[src/rtl/add_sub.sv]
// 32-bit add/subtract unit with a single registered result stage.
// Every opcode reduces to {1'b0,X} + {1'b0,Y} + Cin; ADC feeds back the registered carry.
module add_sub (
  input  logic        clk,
  input  logic        rst,
  input  logic [2:0]  select,
  input  logic [31:0] a,
  input  logic [31:0] b,
  output logic [31:0] out,
  output logic [32:0] temp_output_to_check_carry,
  output logic        carry,
  output logic        zero
);

  localparam int unsigned DATA_W = 32;
  localparam int unsigned SUM_W  = DATA_W + 1;

  typedef enum logic [2:0] {
    OP_ADD  = 3'b000,
    OP_SUB  = 3'b001,
    OP_INC  = 3'b010,
    OP_DEC  = 3'b011,
    OP_RSUB = 3'b100,
    OP_NEG  = 3'b101,
    OP_PASS = 3'b110,
    OP_ADC  = 3'b111
  } op_e;

  logic [SUM_W-1:0]  r_sum;
  logic              r_zero;

  logic [DATA_W-1:0] w_x;
  logic [DATA_W-1:0] w_y;
  logic              w_cin;
  logic [SUM_W-1:0]  w_sum;
  logic              w_zero;

  // Operand steering: pick X, Y and carry-in for the shared adder
  always_comb begin
    w_x   = a;
    w_y   = '0;
    w_cin = 1'b0;
    unique case (op_e'(select))
      OP_ADD:  begin w_x = a;   w_y = b;  w_cin = 1'b0;  end
      OP_SUB:  begin w_x = a;   w_y = ~b; w_cin = 1'b1;  end
      OP_INC:  begin w_x = a;   w_y = '0; w_cin = 1'b1;  end
      OP_DEC:  begin w_x = a;   w_y = '1; w_cin = 1'b0;  end
      OP_RSUB: begin w_x = b;   w_y = ~a; w_cin = 1'b1;  end
      OP_NEG:  begin w_x = '0;  w_y = ~a; w_cin = 1'b1;  end
      OP_PASS: begin w_x = a;   w_y = '0; w_cin = 1'b0;  end
      OP_ADC:  begin w_x = a;   w_y = b;  w_cin = r_sum[DATA_W]; end
      default: begin w_x = a;   w_y = '0; w_cin = 1'b0;  end
    endcase
  end

  assign w_sum  = {1'b0, w_x} + {1'b0, w_y} + SUM_W'(w_cin);
  assign w_zero = (w_sum[DATA_W-1:0] == '0);

  // Result register; zero flag reflects the 32-bit result only
  always_ff @(posedge clk or posedge rst) begin
    if (rst) begin
      r_sum  <= '0;
      r_zero <= 1'b1;
    end else begin
      r_sum  <= w_sum;
      r_zero <= w_zero;
    end
  end

  assign temp_output_to_check_carry = r_sum;
  assign out                        = r_sum[DATA_W-1:0];
  assign carry                      = r_sum[DATA_W];
  assign zero                       = r_zero;

endmodule

[config.mk]
export PLATFORM = sky130hd
export DESIGN_NAME = add_sub
export DESIGN_NICKNAME = d
export VERILOG_FILES = /design/src/rtl/add_sub.sv
export SDC_FILE = /design/constraint.sdc
export NUM_CORES = 1
export LEC_CHECK = 0
export BUFFER_PORTS_ARGS = -buffer_cell sky130_fd_sc_hd__buf_2
export CORE_ASPECT_RATIO = 0.9
export CORE_MARGIN = 3
export CORE_UTILIZATION = 57
export DETAILED_ROUTE_END_ITERATION = 8
export PLACE_DENSITY_LB_ADDON = 0.15
export SYNTH_ARGS = -nofsm -noshare
export SYNTH_HDL_FRONTEND = slang
export SYNTH_SLANG_ARGS = --single-unit
[constraint.sdc]
create_clock -name clk -period 8.3 [get_ports clk]
set_input_delay 0.83 -clock clk [delete_from_list [all_inputs] [get_ports clk]]
set_output_delay 0.83 -clock clk [all_outputs]
set_load 0.02 [all_outputs]
==> flow_summary.yaml, run 1 <==
sta:
  fmax_ghz: 0.182
  setup_violations: 0
  worstMarginPinSlew_ns: 0.976
  setup_tns_ns: 0
  drv_slew: 0
  post-route-period-util: 0.663
  timing.slew.headroom: 0.349
  min_period_ns: 5.50
  finalClockSkew_ns: 0.00840
  grt_setup_unrepaired: "false"
  hold_violations: 0
detailed_routing:
  antenna_left: 0
  drtIter0Drc: 399
  wirelength_um: 13500
  dr.pass1.iters: 5
  wl_per_cell_um: 17.3
  vias_per_cell: 6.19
  drc: 0
  vias: 4826
placed_design:
  globalplace.congestion: 0.935
  dp_hpwl_um: 10800
  io_buffers: 135
  dp.cells: 772
logic_synthesis:
  async_flop_share: 1.00
  synth_nets: 712
  yosysTopAreaCell: "dfrtp_1"
  ys_ff_latch: 34
  synth_area_leaders: "dfrtp_1 (18%), ha_1 (8.4%), nand2_1 (7.9%), mux2i_1 (7.3%), o221ai_1 (6.0%)"
  synth_cell_types: 68
  syn_avg_cell_area_um2: 7.60
  yosysWarnings: 0
  syn_area_mm2: 0.00463
  syn-instance-count: 610
  synth_edf_count: 0
  synth_top_area_share: 0.178
  synthFlopType: "dfrtp_1"
  yosysSeqAreaShare: 0.184
floorplan:
  die_area_mm2: 0.00925
  start_util: 0.599
  dieWidth_um: 101
  dieHeight_um: 91.5
  core_area_mm2: 0.00773
  fp-row-count: 30
  num_io_pins: 136
layout:
  seqCellArea_um2: 852
  areaGrowthSynthToFinish_pct: 10.7
  nFillCells: 683
  drive_gt1_frac: 0.244
  multiInputGateArea_mm2: 0.00333
  antenna_cells: 0
  stdcell_count: 780
  mostFrequentLayoutCell: "buf_2"
  final_cell_mix: "buf_2 (135), nand2_1 (97), o21ai_0 (44)"
  final_nets: 785
power_and_ir_drop:
  ir_worst_vdd_v: 0.000106
  power_density_mw_per_mm2: 196
  p_leak_nw: 2.45
setup_path:
  arrival_ns: 5.69
  cp_data_required_time_ns: 8.49
  worst-setup-path-type: "input port to register"
  reg2reg_slack_ns: 4.29
  cp-end-kind: "register"
  cp-start-kind: "input port"
  crit_fanout: 49
clocking:
  cts_setup_buffers: 0
  clk_pin_slew_worst_paths_ns: 0.08
  ctsHoldBuffers: 0
  htreeDepth: 2
  clkLatencyLatePin_ns: 0.29
  clockBufferDepth: 2
  cts-root-buf: "clkbuf_8"
  cts_tree: "built"
  cts_sinks: 34
  cts_resized: 0
  numCtsBuffers: 5
outcome:
  status: "completed"
grt:
  grt_pass1_wl_um: 21600
  grt.overflow.total: 0
  grt_max_degree: 69
  grt_pass1_vias: 4235
  antenna_found_initial: 0
  grt_use_total: 0.284
min_path:
  hold_path.class: "input port to async pin"
flow_run:
  maxCapViolCount: 0
## cell type report
cell class | instances | share of cell area
well taps | 96 | 0.0234
repair buffers | 139 | 0.138
multi-input cells | 494 | 0.649
inverters | 9 | 0.00659
clock buffers | 7 | 0.0168
clock inverters | 1 | 0.000976
flip-flops and latches | 34 | 0.166
## worst paths after layout
| check | depth (start not counted) | from | endpoint |
|---|---|---|---|
| min | 3 | rst | temp_output_to_check_carry[5]$_DFF_PP0_ |
| max in group asynchronous | 3 | rst | zero$_DFF_PP1_ |
| min in group clk | 6 | a[31] | temp_output_to_check_carry[32]$_DFF_PP0_ |
| max | 16 | select[2] | zero$_DFF_PP1_ |
| min reg2reg | 5 | temp_output_to_check_carry[32]$_DFF_PP0_ | temp_output_to_check_carry[0]$_DFF_PP0_ |
| max reg2reg | 15 | temp_output_to_check_carry[32]$_DFF_PP0_ | zero$_DFF_PP1_ |
## cell families (layout without fill, tap and decap cells)
group	Yosys count	in the layout	share of synthesized area
multiplexers	34	34	0.0734
AND/OR/NAND/NOR	229	229	0.247
adder cells (fa/ha/maj)	33	33	0.0923
flip-flops	34	34	0.184
AO/OA/AOI/OAI	179	179	0.266
buffers and inverters	82	156	0.0993
XOR/XNOR	19	19	0.0375
## state kept, by name, summed over array words and instances (netlist names)
register and flops:
temp_output_to_check_carry 33, zero 1
## through the flow
step                instance area (um^2)  power, mW  worst slack [ns]  hold slack [ns]   util
floorplan                           4630      0.746              3.67            0.971      -
global placement                    5040      0.870              2.72            0.937  0.652
detailed placement                  5040      0.876              2.58            0.945  0.652
CTS                                 5130       1.00              2.86            0.644  0.663
global route                        5130       1.07              2.40            0.681  0.663
finish                              5130       1.01              2.80            0.626  0.663
## synthesized netlist by cell type, drive strengths merged (13+ instances only)
master / n
dfrtp: 33
nand2: 97
ha: 31
nand3: 13
a21oi: 33
o21ai: 52
buf: 39
mux2i: 34
nand2b: 35
clkbuf: 34
nor2: 30
o221ai: 32
nor3: 14
## worst max-delay path: stages
cell and delay (ns):
buf_2 0.50, nand2b_2 0.58, buf_4 0.46, a21oi_1 0.26, fa_1 0.23, inv_1 0.06, fa_1 0.44, a211oi_2 0.31
o21bai_1 0.17, a211oi_2 0.33, o21ai_1 0.16, or3_1 0.40, a2111oi_2 0.37, and4b_1 0.25, nand4b_1 0.12, nor4b_2 0.24
## routing by layer
metal | GRT usage | up-vias | wire [um]
li1 | - | 2350 | -
met1 | 0.462 | 2208 | 6420
met2 | 0.405 | 260 | 5630
met3 | 0.0300 | 8 | 1340
met4 | 0.0377 | 0 | 81
met5 | 0 | - | 0
## power by group
part           internal [mW]  total (mW)  switching, mW
clock                 0.0669       0.125         0.0583
sequential             0.217       0.240         0.0234
combinational          0.219       0.642          0.422
Note: power is estimated with default switching activity, not from simulation.
==> run 2: changes to the inputs <==
Settings changed: ABC_AREA from default to 1, CORE_UTILIZATION 57 to 49.
Clock period 8.3 ns to 4.5 ns, I/O delays scaled along.
==> flow_summary.yaml, run 2 <==
clocking:
  clk_pin_slew_worst_paths_ns: 0.10
  clockBufferDepth: 2
  ctsHoldBuffers: 0
  cts_resized: 0
  cts_sinks: 34
  clkLatencyLatePin_ns: 0.31
  htreeDepth: 2
  numCtsBuffers: 5
  cts-root-buf: "clkbuf_8"
  cts_tree: "built"
  cts_setup_buffers: 0
detailed_routing:
  drc: 0
  dr.pass1.iters: 5
  wirelength_um: 13300
  wl_per_cell_um: 12.6
  drtIter0Drc: 431
  antenna_left: 0
  vias: 5283
  vias_per_cell: 5.01
floorplan:
  fp-row-count: 33
  dieHeight_um: 100
  start_util: 0.517
  num_io_pins: 136
  dieWidth_um: 111
  core_area_mm2: 0.00933
  die_area_mm2: 0.0111
logic_synthesis:
  synthFlopType: "dfrtp_1"
  synth_nets: 938
  syn-instance-count: 836
  synth_most_common_cell: "nand2_1"
  syn_avg_cell_area_um2: 5.77
  synth_top_area_share: 0.220
  yosysWarnings: 0
  syn_area_mm2: 0.00482
  ys_ff_latch: 34
  yosys-top-cells-count: "nand2_1 (283), inv_1 (153), a21oi_1 (55)"
  async_flop_share: 1.00
  synth_edf_count: 0
  yosysTopAreaCell: "nand2_1"
  yosysSeqAreaShare: 0.177
  synth_cell_types: 34
  synth_area_leaders: "nand2_1 (22%), dfrtp_1 (17%), inv_1 (12%), ha_1 (8.0%), a21oi_1 (5.7%)"
setup_path:
  cp-start-kind: "input port"
  cp-end-kind: "register"
  cp_data_required_time_ns: 4.72
  crit_fanout: 31
  worst-setup-path-type: "input port to register"
  arrival_ns: 3.54
sta:
  worstMarginPinSlew_ns: 0.666
  fin_hold_ws_ns: 0.225
  min_period_ns: 3.32
  drv_slew: 0
  setup_violations: 0
  post-route-period-util: 0.737
  hold_violations: 0
  fmax_ghz: 0.301
  timing.slew.headroom: 0.551
  finalClockSkew_ns: 0.0269
  setup_tns_ns: 0
  grt_setup_unrepaired: "false"
layout:
  final_nets: 1034
  drive_gt1_frac: 0.198
  largest_register_ffs: 33
  mostFrequentLayoutCell: "nand2_1"
  design_area_mm2: 0.00547
  final_util: 0.586
  areaGrowthSynthToFinish_pct: 13.4
  final_cell_mix: "nand2_1 (283), inv_1 (153), buf_2 (135)"
  antenna_cells: 0
placed_design:
  io_buffers: 135
  globalplace.congestion: 0.985
  placed_area_mm2: 0.00538
  dp_hpwl_um: 11000
power_and_ir_drop:
  finalPower_mw: 1.81
  ir_worst_vdd_v: 0.000208
  p_leak_nw: 3.28
  power_density_mw_per_mm2: 330
grt:
  grt.overflow.total: 0
  grt_pass1_vias: 4548
  grt_use_total: 0.237
  grt_pass1_wl_um: 21900
  grt_max_degree: 63
  antenna_found_initial: 0
flow_run:
  maxCapViolCount: 0
min_path:
  hold_path.class: "input port to async pin"
outcome:
  status: "completed"
## run 2: changes by cell type after synthesis, moves of 32 or more
cell and delta:
nand2_1 +186, o221ai_1 -32, mux2i_1 -34, nand3_1 +32, nand2b_1 -35, inv_1 +144
## run 2: worst max-delay path: stages
cell	delay, ns
buf_2	0.13
nor2_1	0.10
inv_1	0.05
or2_2	0.27
nand2_1	0.08
buf_4	0.30
nand2_1	0.09
a32oi_1	0.41
fa_1	0.52
or2_2	0.30
nor2_1	0.12
nand3_1	0.09
nor2_1	0.11
nand3_1	0.10
nor2_1	0.09
nand3_1	0.09
nor2_1	0.09
nand2_1	0.07
nor2_2	0.07
## run 2: through the flow
step | setup WS, ns | instances
after floorplan | 1.25 | 836
after global placement | 0.895 | 1047
after detailed placement | 0.874 | 1047
after CTS | 1.15 | 1055
after global routing | 0.833 | 1055
final | 1.18 | 1055
## run 2: metal layers
metal  global-route usage  vias to the layer above  routed length [um]
li1                     -                     2792                   -
met5                    0                        -                   0
met3               0.0368                        8                1110
met2                0.336                      209                5150
met4               0.0417                        0                 116
met1                0.378                     2274                6880
## run 2: final timing paths
kind                       depth (start not counted)                                       to  slack [ns]                                     start
min in group clk                                   4  temp_output_to_check_carry[0]$_DFF_PP0_        0.68                                      b[0]
min                                                3  temp_output_to_check_carry[4]$_DFF_PP0_        0.22                                       rst
max reg2reg                                       16                           zero$_DFF_PP1_        1.60  temp_output_to_check_carry[32]$_DFF_PP0_
max in group asynchronous                          3                           zero$_DFF_PP1_        3.91                                       rst
max                                               19                           zero$_DFF_PP1_        1.18                                 select[2]
min reg2reg                                        5  temp_output_to_check_carry[0]$_DFF_PP0_        0.96  temp_output_to_check_carry[32]$_DFF_PP0_
## run 2: area by class of cell
| cell class | count | area [um^2] |
|---|---|---|
| fill | 1008 | 3860 |
| tap | 122 | 153 |
| timing repair buffer | 141 | 721 |
| clock inverter | 1 | 5.00 |
| multi-input combinational | 596 | 3070 |
| inverter | 154 | 578 |
| sequential | 34 | 852 |
| clock buffer | 7 | 86.3 |
## run 2: kinds of logic after synthesis
group / synth area share
buffers and inverters: 0.188
AO/OA/AOI/OAI: 0.158
adder cells (fa/ha/maj): 0.0887
flip-flops: 0.177
AND/OR/NAND/NOR: 0.377
XOR/XNOR: 0.0109
## run 2: power by group
part / switching [mW] / internal (mW)
registers: 0.0330 / 0.391
logic: 0.771 / 0.367
clock network: 0.121 / 0.124
==> run 3: changes to the inputs <==
Clock period 4.5 ns to 3 ns, I/O delays scaled along.
==> flow_summary.yaml, run 3 (same netlist as run 2, synthesis figures left out) <==
layout:
  multiInputGateArea_mm2: 0.00320
  seqCellArea_um2: 852
  stdcell_count: 1179
  antenna_cells: 0
  largest_register_ffs: 33
  final_util: 0.707
  final_cell_mix: "nand2_1 (278), inv_1 (149), buf_2 (134)"
  final_nets: 1158
  areaGrowthSynthToFinish_pct: 36.8
  nFillCells: 901
  mostFrequentLayoutCell: "nand2_1"
  drive_gt1_frac: 0.322
sta:
  setup_violations: 0
  drv_slew: 0
  grt_setup_unrepaired: "true"
  hold_violations: 0
  fmax_ghz: 0.344
  min_period_ns: 2.91
  worstMarginPinSlew_ns: 0.935
  post-route-period-util: 0.969
  worst_slack_ns: 0.0936
  timing.slew.headroom: 0.376
  finalClockSkew_ns: 0.0199
grt:
  grt_pass1_vias: 5033
  grt.overflow.total: 0
  grt_pass1_wl_um: 23100
  antenna_found_initial: 0
  grt_use_total: 0.247
  grt_max_degree: 63
detailed_routing:
  antenna_left: 0
  drtIter0Drc: 316
  vias: 5805
  drc: 0
  wirelength_um: 14200
  wl_per_cell_um: 12.0
  dr.pass1.iters: 6
  vias_per_cell: 4.92
floorplan:
  num_io_pins: 136
  fp-row-count: 33
  dieWidth_um: 111
  start_util: 0.517
  die_area_mm2: 0.0111
  core_area_mm2: 0.00933
  dieHeight_um: 100
power_and_ir_drop:
  p_leak_nw: 3.89
  power_density_mw_per_mm2: 482
  finalPower_mw: 3.18
  ir_worst_vdd_v: 0.000320
setup_path:
  cp-end-kind: "register"
  reg2reg_slack_ns: 0.28
  cp_data_required_time_ns: 3.22
  cp-start-kind: "input port"
  crit_fanout: 2
  worst-setup-path-type: "input port to register"
  arrival_ns: 3.13
clocking:
  clk_pin_slew_worst_paths_ns: 0.09
  numCtsBuffers: 5
  clockBufferDepth: 2
  ctsHoldBuffers: 0
  htreeDepth: 2
  cts_tree: "built"
  cts-root-buf: "clkbuf_8"
  clkLatencyLatePin_ns: 0.30
  cts_sinks: 34
outcome:
  status: "completed"
flow_run:
  maxCapViolCount: 0
placed_design:
  dp.cells: 1165
  dp_hpwl_um: 11800
  dp_worst_setup_slack_ns: -0.342
  io_buffers: 135
  globalplace.congestion: 0.966
min_path:
  hold_path.class: "input port to async pin"
## run 3: cell count changes in the layout (fill, tap and decap cells not counted), sizes merged
cell / previous run / this run
buf: 141 / 265
clkbuf: 7 / 8
clkinv: 1 / 0
## run 3: per-layer routing
metal | share of wire | track usage | up-vias
li1 | - | - | 3046
met1 | 0.48 | 0.378 | 2510
met2 | 0.43 | 0.377 | 243
met3 | 0.083 | 0.0332 | 6
met4 | 0.0042 | 0.0417 | 0
met5 | 0 | 0 | -
## run 3: metrics by stage
step	hold WS (ns)	TNS [ns]	area, um^2
final	0.201	0	6600
after global routing	0.294	-0.0694	6600
after CTS	0.228	0	6400
after detailed placement	0.550	-0.508	6300
after global placement	0.555	-0.384	6300
after floorplan	0.441	0	4830
## run 3: path summary, 6_finish.rpt
check                                                          from                                        to  cells past startpoint
min                                                             rst   temp_output_to_check_carry[4]$_DFF_PP0_                      2
min reg2reg                temp_output_to_check_carry[32]$_DFF_PP0_   temp_output_to_check_carry[0]$_DFF_PP0_                      5
max                                                       select[0]                            zero$_DFF_PP1_                     20
max in group asynchronous                                       rst  temp_output_to_check_carry[19]$_DFF_PP0_                      3
min in group clk                                               b[0]   temp_output_to_check_carry[0]$_DFF_PP0_                      4
max reg2reg                temp_output_to_check_carry[32]$_DFF_PP0_                            zero$_DFF_PP1_                     16
## run 3: cell type report
type / instances / share of cell area
Multi-Input combinational cell: 596 / 0.485
Timing Repair Buffer: 265 / 0.261
Sequential cell: 34 / 0.129
Inverter: 154 / 0.0876
Tap cell: 122 / 0.0231
Clock buffer: 8 / 0.0137
## run 3: critical path: stages
cell and delay (ns):
buf_8 0.10, nor2_4 0.09, inv_2 0.04, or2_4 0.25, nand2_4 0.08, nand2_2 0.05, a32o_2 0.26, fa_2 0.33
inv_2 0.08, fa_2 0.44, or2_4 0.25, nor2_4 0.12, nand3_2 0.06, nor2_1 0.09, nand3_1 0.10, nor2_1 0.13
nand3_1 0.09, nor2_1 0.11, nand2_1 0.06, nor2_2 0.09
## run 3: report_power, final
part / leakage (nW) / switching [mW] / internal, mW
combinational: 3.45 / 1.27 / 0.917
sequential: 0.397 / 0.0482 / 0.587
clock: 0.0455 / 0.175 / 0.188
total: 3.89 / 1.49 / 1.69
## run 3: timing repair
| item | 4_1_cts | 5_1_grt |
|---|---|---|
| gates cloned | 0 | 1 |
| setup buffers | 0 | 5 |
| setup endpoints to repair | 1 | 6 |
| pin swaps | 1 | 25 |
| gates resized for setup | 1 | 44 |
